===== config.mk =====
export PLATFORM = sky130hd
export DESIGN_NAME = spi_word_fifo_flat
export DESIGN_NICKNAME = d
export VERILOG_FILES = /design/src/rtl/spi_fifo_pkg.sv /design/src/rtl/spi_word_fifo_if.sv /design/src/rtl/spi_fifo_mem.sv /design/src/rtl/spi_word_fifo.sv /design/src/flat_wrapper.sv
export SDC_FILE = /design/constraint.sdc
export NUM_CORES = 1
export LEC_CHECK = 0
export CAP_MARGIN = 30
export CORE_ASPECT_RATIO = 1.1
export CORE_MARGIN = 3
export CORE_UTILIZATION = 60
export DETAILED_ROUTE_END_ITERATION = 7
export PLACE_DENSITY = 0.75
export SYNTH_ARGS = -nofsm -noshare
export SYNTH_HDL_FRONTEND = slang
export SYNTH_HIERARCHICAL = 1
export SYNTH_SLANG_ARGS = --single-unit

===== constraint.sdc =====
create_clock -name clk -period 4.4 [get_ports clk]
set_input_delay 0.44 -clock clk [delete_from_list [all_inputs] [get_ports clk]]
set_output_delay 0.44 -clock clk [all_outputs]
set_load 0.01 [all_outputs]

===== src/rtl/spi_fifo_pkg.sv =====
// Shared types and default sizing for the SPI receive word FIFO.
// Imported by the interface, the storage array and the FIFO top.
package spi_fifo_pkg;

    localparam int SPI_WORD_W         = 16;
    localparam int DEFAULT_DEPTH_LOG2 = 4;
    localparam int DEFAULT_DROP_CNT_W = 8;

    typedef logic [SPI_WORD_W-1:0] spi_word_t;

endpackage


===== src/rtl/spi_word_fifo_if.sv =====
// Write-pulse input and valid/ready output stream of the SPI word FIFO.
// master = producer/consumer environment, slave = the FIFO itself.
interface spi_word_fifo_if
    import spi_fifo_pkg::*;
#(
    parameter int WIDTH = SPI_WORD_W
);

    logic             wr_pulse;
    logic [WIDTH-1:0] wr_data;
    logic [WIDTH-1:0] out_data;
    logic             out_valid;
    logic             out_ready;

    modport master (
        output wr_pulse, wr_data, out_ready,
        input  out_data, out_valid
    );

    modport slave (
        input  wr_pulse, wr_data, out_ready,
        output out_data, out_valid
    );

endinterface


===== src/rtl/spi_fifo_mem.sv =====
// Simple dual-port register array: one synchronous write port and one
// asynchronous read port.
module spi_fifo_mem #(
    parameter int WIDTH      = 16,
    parameter int DEPTH_LOG2 = 4
) (
    input  logic                  clk,
    input  logic                  wr_en,
    input  logic [DEPTH_LOG2-1:0] wr_addr,
    input  logic [WIDTH-1:0]      wr_data,
    input  logic [DEPTH_LOG2-1:0] rd_addr,
    output logic [WIDTH-1:0]      rd_data
);

    logic [WIDTH-1:0] mem [2**DEPTH_LOG2];

    // NOTE: the array has no reset; only the pointers and level define which entries are live.
    always_ff @(posedge clk) begin
        if (wr_en) begin
            mem[wr_addr] <= wr_data;
        end
    end

    assign rd_data = mem[rd_addr];

endmodule


===== src/rtl/spi_word_fifo.sv =====
// First-word-fall-through FIFO between the SPI receiver and a stallable
// consumer, with sticky overflow flag and saturating dropped-word counter.
module spi_word_fifo
    import spi_fifo_pkg::*;
#(
    parameter int WIDTH      = SPI_WORD_W,
    parameter int DEPTH_LOG2 = DEFAULT_DEPTH_LOG2,
    parameter int DROP_CNT_W = DEFAULT_DROP_CNT_W
) (
    input  logic                  clk,
    input  logic                  reset,
    spi_word_fifo_if.slave        bus,
    input  logic                  clear_ovf,
    output logic [DEPTH_LOG2:0]   level,
    output logic                  full,
    output logic                  overflow,
    output logic [DROP_CNT_W-1:0] drop_count
);

    localparam int                DEPTH      = 2**DEPTH_LOG2;
    localparam logic [DEPTH_LOG2:0] LEVEL_FULL = (DEPTH_LOG2+1)'(DEPTH);
    localparam logic [DEPTH_LOG2:0] LEVEL_ONE  = (DEPTH_LOG2+1)'(1);

    logic [DEPTH_LOG2-1:0] wr_ptr;
    logic [DEPTH_LOG2-1:0] rd_ptr;
    logic [DEPTH_LOG2-1:0] rd_next;
    logic [WIDTH-1:0]      next_head;
    logic [WIDTH-1:0]      head_q;
    logic                  pop;
    logic                  push;
    logic                  drop;

    assign full          = (level == LEVEL_FULL);
    assign bus.out_valid = (level != '0);
    assign bus.out_data  = head_q;

    // A pop in the same cycle frees the slot a push into a full FIFO needs.
    assign pop     = bus.out_valid & bus.out_ready;
    assign push    = bus.wr_pulse & (~full | pop);
    assign drop    = bus.wr_pulse & full & ~pop;
    assign rd_next = rd_ptr + 1'b1;

    // Reading rd_ptr+1 lets the head register preload the word behind the one being popped.
    spi_fifo_mem #(
        .WIDTH      (WIDTH),
        .DEPTH_LOG2 (DEPTH_LOG2)
    ) u_mem (
        .clk     (clk),
        .wr_en   (push & reset),
        .wr_addr (wr_ptr),
        .wr_data (bus.wr_data),
        .rd_addr (rd_next),
        .rd_data (next_head)
    );

    // NOTE: all state uses non-blocking assignments so every branch sees pre-edge values.
    always_ff @(posedge clk) begin
        if (!reset) begin
            wr_ptr     <= '0;
            rd_ptr     <= '0;
            level      <= '0;
            head_q     <= '0;
            overflow   <= 1'b0;
            drop_count <= '0;
        end else begin
            if (push) wr_ptr <= wr_ptr + 1'b1;
            if (pop)  rd_ptr <= rd_next;

            if (push && !pop)      level <= level + 1'b1;
            else if (pop && !push) level <= level - 1'b1;

            // Head only moves on a pop or when the first word lands in an empty FIFO.
            if (pop) begin
                if (level != LEVEL_ONE)  head_q <= next_head;
                else if (push)           head_q <= bus.wr_data;
            end else if (push && level == '0) begin
                head_q <= bus.wr_data;
            end

            if (drop) begin
                overflow <= 1'b1;
                if (clear_ovf)         drop_count <= DROP_CNT_W'(1);
                else if (!(&drop_count)) drop_count <= drop_count + 1'b1;
            end else if (clear_ovf) begin
                overflow   <= 1'b0;
                drop_count <= '0;
            end
        end
    end

endmodule

===== src/flat_wrapper.sv =====
// flat-port wrapper written by rule: the top's interface ports become plain ports
module spi_word_fifo_flat import spi_fifo_pkg::*;
#(
    parameter int WIDTH      = SPI_WORD_W,
    parameter int DEPTH_LOG2 = DEFAULT_DEPTH_LOG2,
    parameter int DROP_CNT_W = DEFAULT_DROP_CNT_W
)
  (clk, reset, clear_ovf, level, full, overflow, drop_count, bus_wr_pulse, bus_wr_data, bus_out_ready, bus_out_data, bus_out_valid);
  spi_word_fifo_if #(.WIDTH(WIDTH)) bus_i ();
  input  logic clk;
  input  logic reset;
  input  logic clear_ovf;
  output logic [DEPTH_LOG2:0] level;
  output logic full;
  output logic overflow;
  output logic [DROP_CNT_W-1:0] drop_count;
  input wire logic [$bits(bus_i.wr_pulse)-1:0] bus_wr_pulse;
  input wire logic [$bits(bus_i.wr_data)-1:0] bus_wr_data;
  input wire logic [$bits(bus_i.out_ready)-1:0] bus_out_ready;
  output wire logic [$bits(bus_i.out_data)-1:0] bus_out_data;
  output wire logic [$bits(bus_i.out_valid)-1:0] bus_out_valid;
  assign bus_i.wr_pulse = bus_wr_pulse;
  assign bus_i.wr_data = bus_wr_data;
  assign bus_i.out_ready = bus_out_ready;
  assign bus_out_data = bus_i.out_data;
  assign bus_out_valid = bus_i.out_valid;
  spi_word_fifo #(.WIDTH(WIDTH), .DEPTH_LOG2(DEPTH_LOG2), .DROP_CNT_W(DROP_CNT_W)) u_core (.clk(clk), .reset(reset), .bus(bus_i), .clear_ovf(clear_ovf), .level(level), .full(full), .overflow(overflow), .drop_count(drop_count));
endmodule

# == After elaboration in Yosys (flattened, before gate mapping) ==
# Memory sizes are Yosys's and may differ from the RTL's.
# Cells that the tools add are included.
# Widths: inputs -> output; s select.
# totals
regBits,38
mem_bits_rw,256
input_bits,21
mem_count,1
# memory_table
name,depth,word_bits,rd,rd_ports_with_merged_regs,wr,line,rtl
u_core.u_mem.mem,16,16,1,0,1,spi_fifo_mem.sv:15,logic [WIDTH-1:0] mem [2**DEPTH_LOG2];
# classes
addsub,5
eq_ne,4
n_mux,14
bitwise_logic,8
reduce_logical,13
# ops
op,count
$mux 16,4
$mux 8,4
$mux 5,2
$add 4x1->4 const B,2
$add 8x1->8 const B,1
$reduce_and 8->1,1
$reduce_bool 2->1,3
$add 5x1->5 const B,1
$and 1x1->1,5
$eq 5x5->1 const B,1
$logic_not 5->1,1
$ne 5x1->1 const B,1
$reduce_bool 5->1,1
$sub 5x1->5 const B,1
$mux 1,4
$reduce_and 2->1,2
$logic_and 1x1->1,3
$ne 3x3->1 const B,1
$logic_not 1->1,2
$ne 2x2->1 const B,1
$not 1->1,2
$or 1x1->1,1

# == Logic depth before layout (Yosys ltp) ==
# logic_depth
ltp_word,8
depth_mapped,9

# == Cells and area by module ==
# Netlist, hierarchy kept.
# by_module_without_submodules
module,instances,cells_per_inst,area_per_inst_um2,seq_area_each_um2
spi_fifo_mem,1,416,9723.1,7687.4
spi_word_fifo,1,212,2045.7,760.7

# == Worst setup path before layout ==
# Ideal clock, no wire load.
# synth_path
kind,register -> register
startpoint,register u_core.level[0]
endpoint,"memory u_core.u_mem.mem[0][0], enable pin"
setup_ns,0.409
t_arrival_ns,2.922
slack_ns,1.069
stages_incl_launch_ff,8
synth_period_minus_slack_ns,3.331
path_cell_list,dfxtp_1 inv_1 ha_1 nand4bb_4 o21ai_1 nor2_1 or3b_2 nor3_1
# synth_between
elab_chain_cells,7
# synth_rtl
item,line,rtl
"start, declared",spi_word_fifo.sv:14,"output logic [DEPTH_LOG2:0] level,"
"start signal, assigned",spi_word_fifo.sv:69,if (push && !pop) level <= level + 1'b1;
"start signal, assigned",spi_word_fifo.sv:70,else if (pop && !push) level <= level - 1'b1;
$reduce_bool 5->1 / $eq 5x5->1 (equally long branches),"spi_word_fifo.sv:34, spi_word_fifo.sv:33",
$and 1x1->1 / $not 1->1 (equally long branches),"spi_word_fifo.sv:38, spi_word_fifo.sv:39",
$or 1x1->1 *,spi_word_fifo.sv:39,assign push = bus.wr_pulse & (~full | pop);
$and 1x1->1 *,spi_word_fifo.sv:39,
$and 1x1->1 *,spi_word_fifo.sv:49,".wr_en (push & reset),"
$mux 1 *,spi_fifo_mem.sv:19,if (wr_en) begin
$mux 1 (not written as such) *,spi_fifo_mem.sv:20,mem[wr_addr] <= wr_data;
"end, declared",spi_fifo_mem.sv:15,
# Mark *: on every way between the ends. The rest lies on a longest branch, timed or not.

# == Worst setup path after layout ==
# layout_path
startpoint,register u_core.level[1]
endpoint,"memory u_core.u_mem.mem[2][8], enable pin"
# The elaborated chain is that of the path after synthesis.

==> impl_results.md <==
* Remaining Overflow, GRT at 0
* Crit path cell chain: inv_1, ha_1, nand4bb_4, o21ai_1, nor2_1, or3b_2, nor2_2
* Top Ports at 53
* Tcrit/Tclk final at 70.49%
* Starting Density at 61.41%
* Leakage at 4.356 nW
* DRT Wirelength at 24.42 mm
* Post-synth EDFFs at 256
* Die W at 139.5 microns
* Gpl congestion at 0.8105
* Share of post-route cells with drive strength above 1 at 20.28%
* Nets at 722
* Distinct cells, synth at 56
* DR DRC count at 0
* Max rail drop VDD at 384.3 uV
* Hold Crit Class: flop to flop
* Share of the synthesized area in the top cell type at 65.32%
* Worst skew pair latency at 0.53 ns
* DP HPWL at 15.14 mm
* Worst-path fanout max at 16
* Row cnt at 53
* Vias per inst at 6.500
* Setup CP Type: flop to flop
* Die Y at 152.9 microns
* FILL cells at 1,151
* Fin Clk Skew at 0.01687 ns
* Fraction of registers with async set/reset at 0%
* Antenna violations before repair at 0
* RSZ-0062 raised after global routing: no
* Sink Count at 294
* Port Buffer Count at 52
* Design Area, Final at 13,480 sq um
* Pwr per Cell Area at 571.2 nW/um^2
* CP endpoint kind: flop
* Synth warn at 6
* CTS Hold Bufs at 0
* DRT antenna net count at 0
* Highest Clock Rate at 322.4 MHz
* R2R depth at 7
* Crit path to: u_core/u_mem/mem[2][8]$_DFFE_PP_
* Drt pass-1 iters at 5
* DR iter-0 viols at 523
* Wire per inst at 25.38 microns
* Area growth syn-to-layout at 14.50%
* RR Endpoint: u_core/u_mem/mem[2][8]$_DFFE_PP_
* Clock Tree Buf Depth at 3
* DR vias at 6,253
* Synth area leaders: edfxtp_1, mux4_2, dfxtp_1
* Flops & latches, synth at 294
* Headroom to the max-slew limit at 36.11%
* Flop2flop setup slack at 1.30 ns
* Placed Cells at 910
* Clock edge transition at the registers on the reported setup and hold paths at 0.06 ns
* # H-tree levels at 1
* Ant diodes at 0
* Synth Cell Area at 11,770 sq um
* Final setup fails at 0
* CTS tree: done
* First-pass GRT wire length at 37.52 mm
* Total track usage at 22.85%
* Placed Area at 12,590 sq um
* Final-report hold violation count at 0
* Top_reg_cell synth: edfxtp_1
* Vias in the first global route at 6,373
* Critical Path RT at 4.55 ns
* Final worst path period need at 3.102 ns
* Final std cells w/o fill at 962
* # Max-Cap Violations at 0
* Final TNS setup at 0 ns
* Measured slew at the worst slew-check pin at 0.9573 ns
* RR Startpoint: u_core/level[1]$_SDFFE_PN0P_
* Register area share after synthesis at 71.78%
* CP Launch Point: u_core/level[1]$_SDFFE_PN0P_
* Final Max Tran Viols at 0
* Core area at 19,160 sq um
* Post-CTS Resized at 0
* Run status: finished clean
* Yosys top cell by area: edfxtp_1
* Post-CTS Setup Bufs at 0
* CP peak stage delay at 0.75 ns
* Post-synthesis cell count at 628
* Largest net degree at the start of global routing at 35
* Setup crit start kind: flop
* CTS Buf Count at 28
* Crit-path slowest cell: nor2_2
* Syn Nets at 656
* Total die area at 21,330 sq um
* WP data arrival at 3.25 ns
* CTS root buf: clkbuf_16
* Avg Cell Area, Syn at 18.74 sq um
-- report_power, final --
part	internal (mW)	switching, mW
logic	1.10	1.06
clock network	1.29	0.967
registers	3.16	0.130
total	5.54	2.16
-- sequential cells by signal (all words and copies together), names as in the netlist --
register / count
u_core/bus.out_data: 16
u_core/drop_count: 8
u_core/level: 5
u_core/overflow: 1
u_core/rd_ptr: 4
u_core/u_mem/mem: 256
u_core/wr_ptr: 4
-- layer usage --
layer / GRT usage, % / vias up / routed length, microns
li1: - / 2718 / -
met1: 30.96 / 3208 / 9406
met2: 39.77 / 286 / 12860
met3: 2.753 / 41 / 1604
met4: 6.691 / 0 / 550
met5: 0 / - / 0
-- worst max-delay path, delay by kind of cell, from the launching register on --
kind | cells | cell delay, ns
adder cells (fa/ha/maj) | 1 | 0.28
buffers and inverters | 1 | 0.13
AND/OR/NAND/NOR | 4 | 1.72
AO/OA/AOI/OAI | 1 | 0.16
flip-flops | 1 | 0.42
-- worst min-delay path by stage --
| stage | startpoint | to | cells past startpoint |
|---|---|---|---|
| floorplan | u_core/rd_ptr[1]$_SDFFE_PN0N_ | u_core/rd_ptr[1]$_SDFFE_PN0N_ | 2 |
| CTS | u_core/overflow$_SDFFE_PN0P_ | u_core/overflow$_SDFFE_PN0P_ | 2 |
| detailed placement | u_core/overflow$_SDFFE_PN0P_ | u_core/overflow$_SDFFE_PN0P_ | 2 |
| global route | u_core/overflow$_SDFFE_PN0P_ | u_core/overflow$_SDFFE_PN0P_ | 2 |
| global placement | u_core/overflow$_SDFFE_PN0P_ | u_core/overflow$_SDFFE_PN0P_ | 2 |
| finish | u_core/overflow$_SDFFE_PN0P_ | u_core/overflow$_SDFFE_PN0P_ | 2 |
-- stage by stage --
stage          setup WS, ns  hold slack (ns)  total power [mW]  utilization (%)
2_1_floorplan         1.069           0.4536             4.865                -
3_5_place_dp         0.9193           0.4633             5.474            65.72
3_3_place_gp          1.038           0.4626             5.434            65.60
5_1_grt               1.052           0.4970             7.997            70.31
4_1_cts               1.296           0.4745             7.738            70.26
6_report              1.299           0.4771             7.697            70.31
-- kinds of logic after synthesis --
| group | share of synthesized area, % |
|---|---|
| compound gates | 6.740 |
| buf+inv | 1.988 |
| simple gates | 5.061 |
| xor+xnor | 0.5953 |
| mux | 13.09 |
| fa+ha+maj | 0.7442 |
| flops | 71.78 |
-- synth_stat cells, drive strengths merged, types with 3 or more instances --
master and count:
nand2b 8, clkbuf 14, o41ai 5, inv 6
nand3b 3, dfxtp 38, o21ai 11, o221a 16
nand3 8, o21a 18, nor3 5, xor2 4
nor2b 6, nor2 26, ha 7, buf 19
o311ai 3, nand4 3, xnor2 4, a21oi 7
edfxtp 256, nand2 34, mux4 64, mux2i 5
a22oi 32
-- cells in the final DEF, fill, tap and decap left out, drive strengths merged, types with 2 or more instances in the layout --
cell,instances
clkinvlp,2
clkbuf,34
and2,2
a22oi,32
or4,2
nand3b,3
nor3,5
a211oi,2
nor2b,6
nor3b,2
o311ai,3
dfxtp,38
nand3,8
ha,7
xnor2,4
mux2i,5
o221a,16
buf,17
nor2,26
xor2,4
o41ai,5
nor4b,2
clkinv,14
nand2,34
inv,6
nand4,3
clkdlybuf4s50,52
o21a,18
mux4,64
a21oi,7
and3,2
nand2b,8
o21ai,11
bufinv,2
edfxtp,256
-- cell type report --
class / count / area (sq um) / area share (%)
Inverter: 7 / 30.03 / 0.2228
Timing Repair Buffer: 69 / 684.4 / 5.079
Tap cell: 247 / 309.0 / 2.293
Sequential cell: 294 / 8448 / 62.69
Clock inverter: 17 / 146.4 / 1.086
Multi-Input combinational cell: 294 / 3134 / 23.26
Clock buffer: 34 / 723.2 / 5.367
Power figures use the tool's default switching activity.
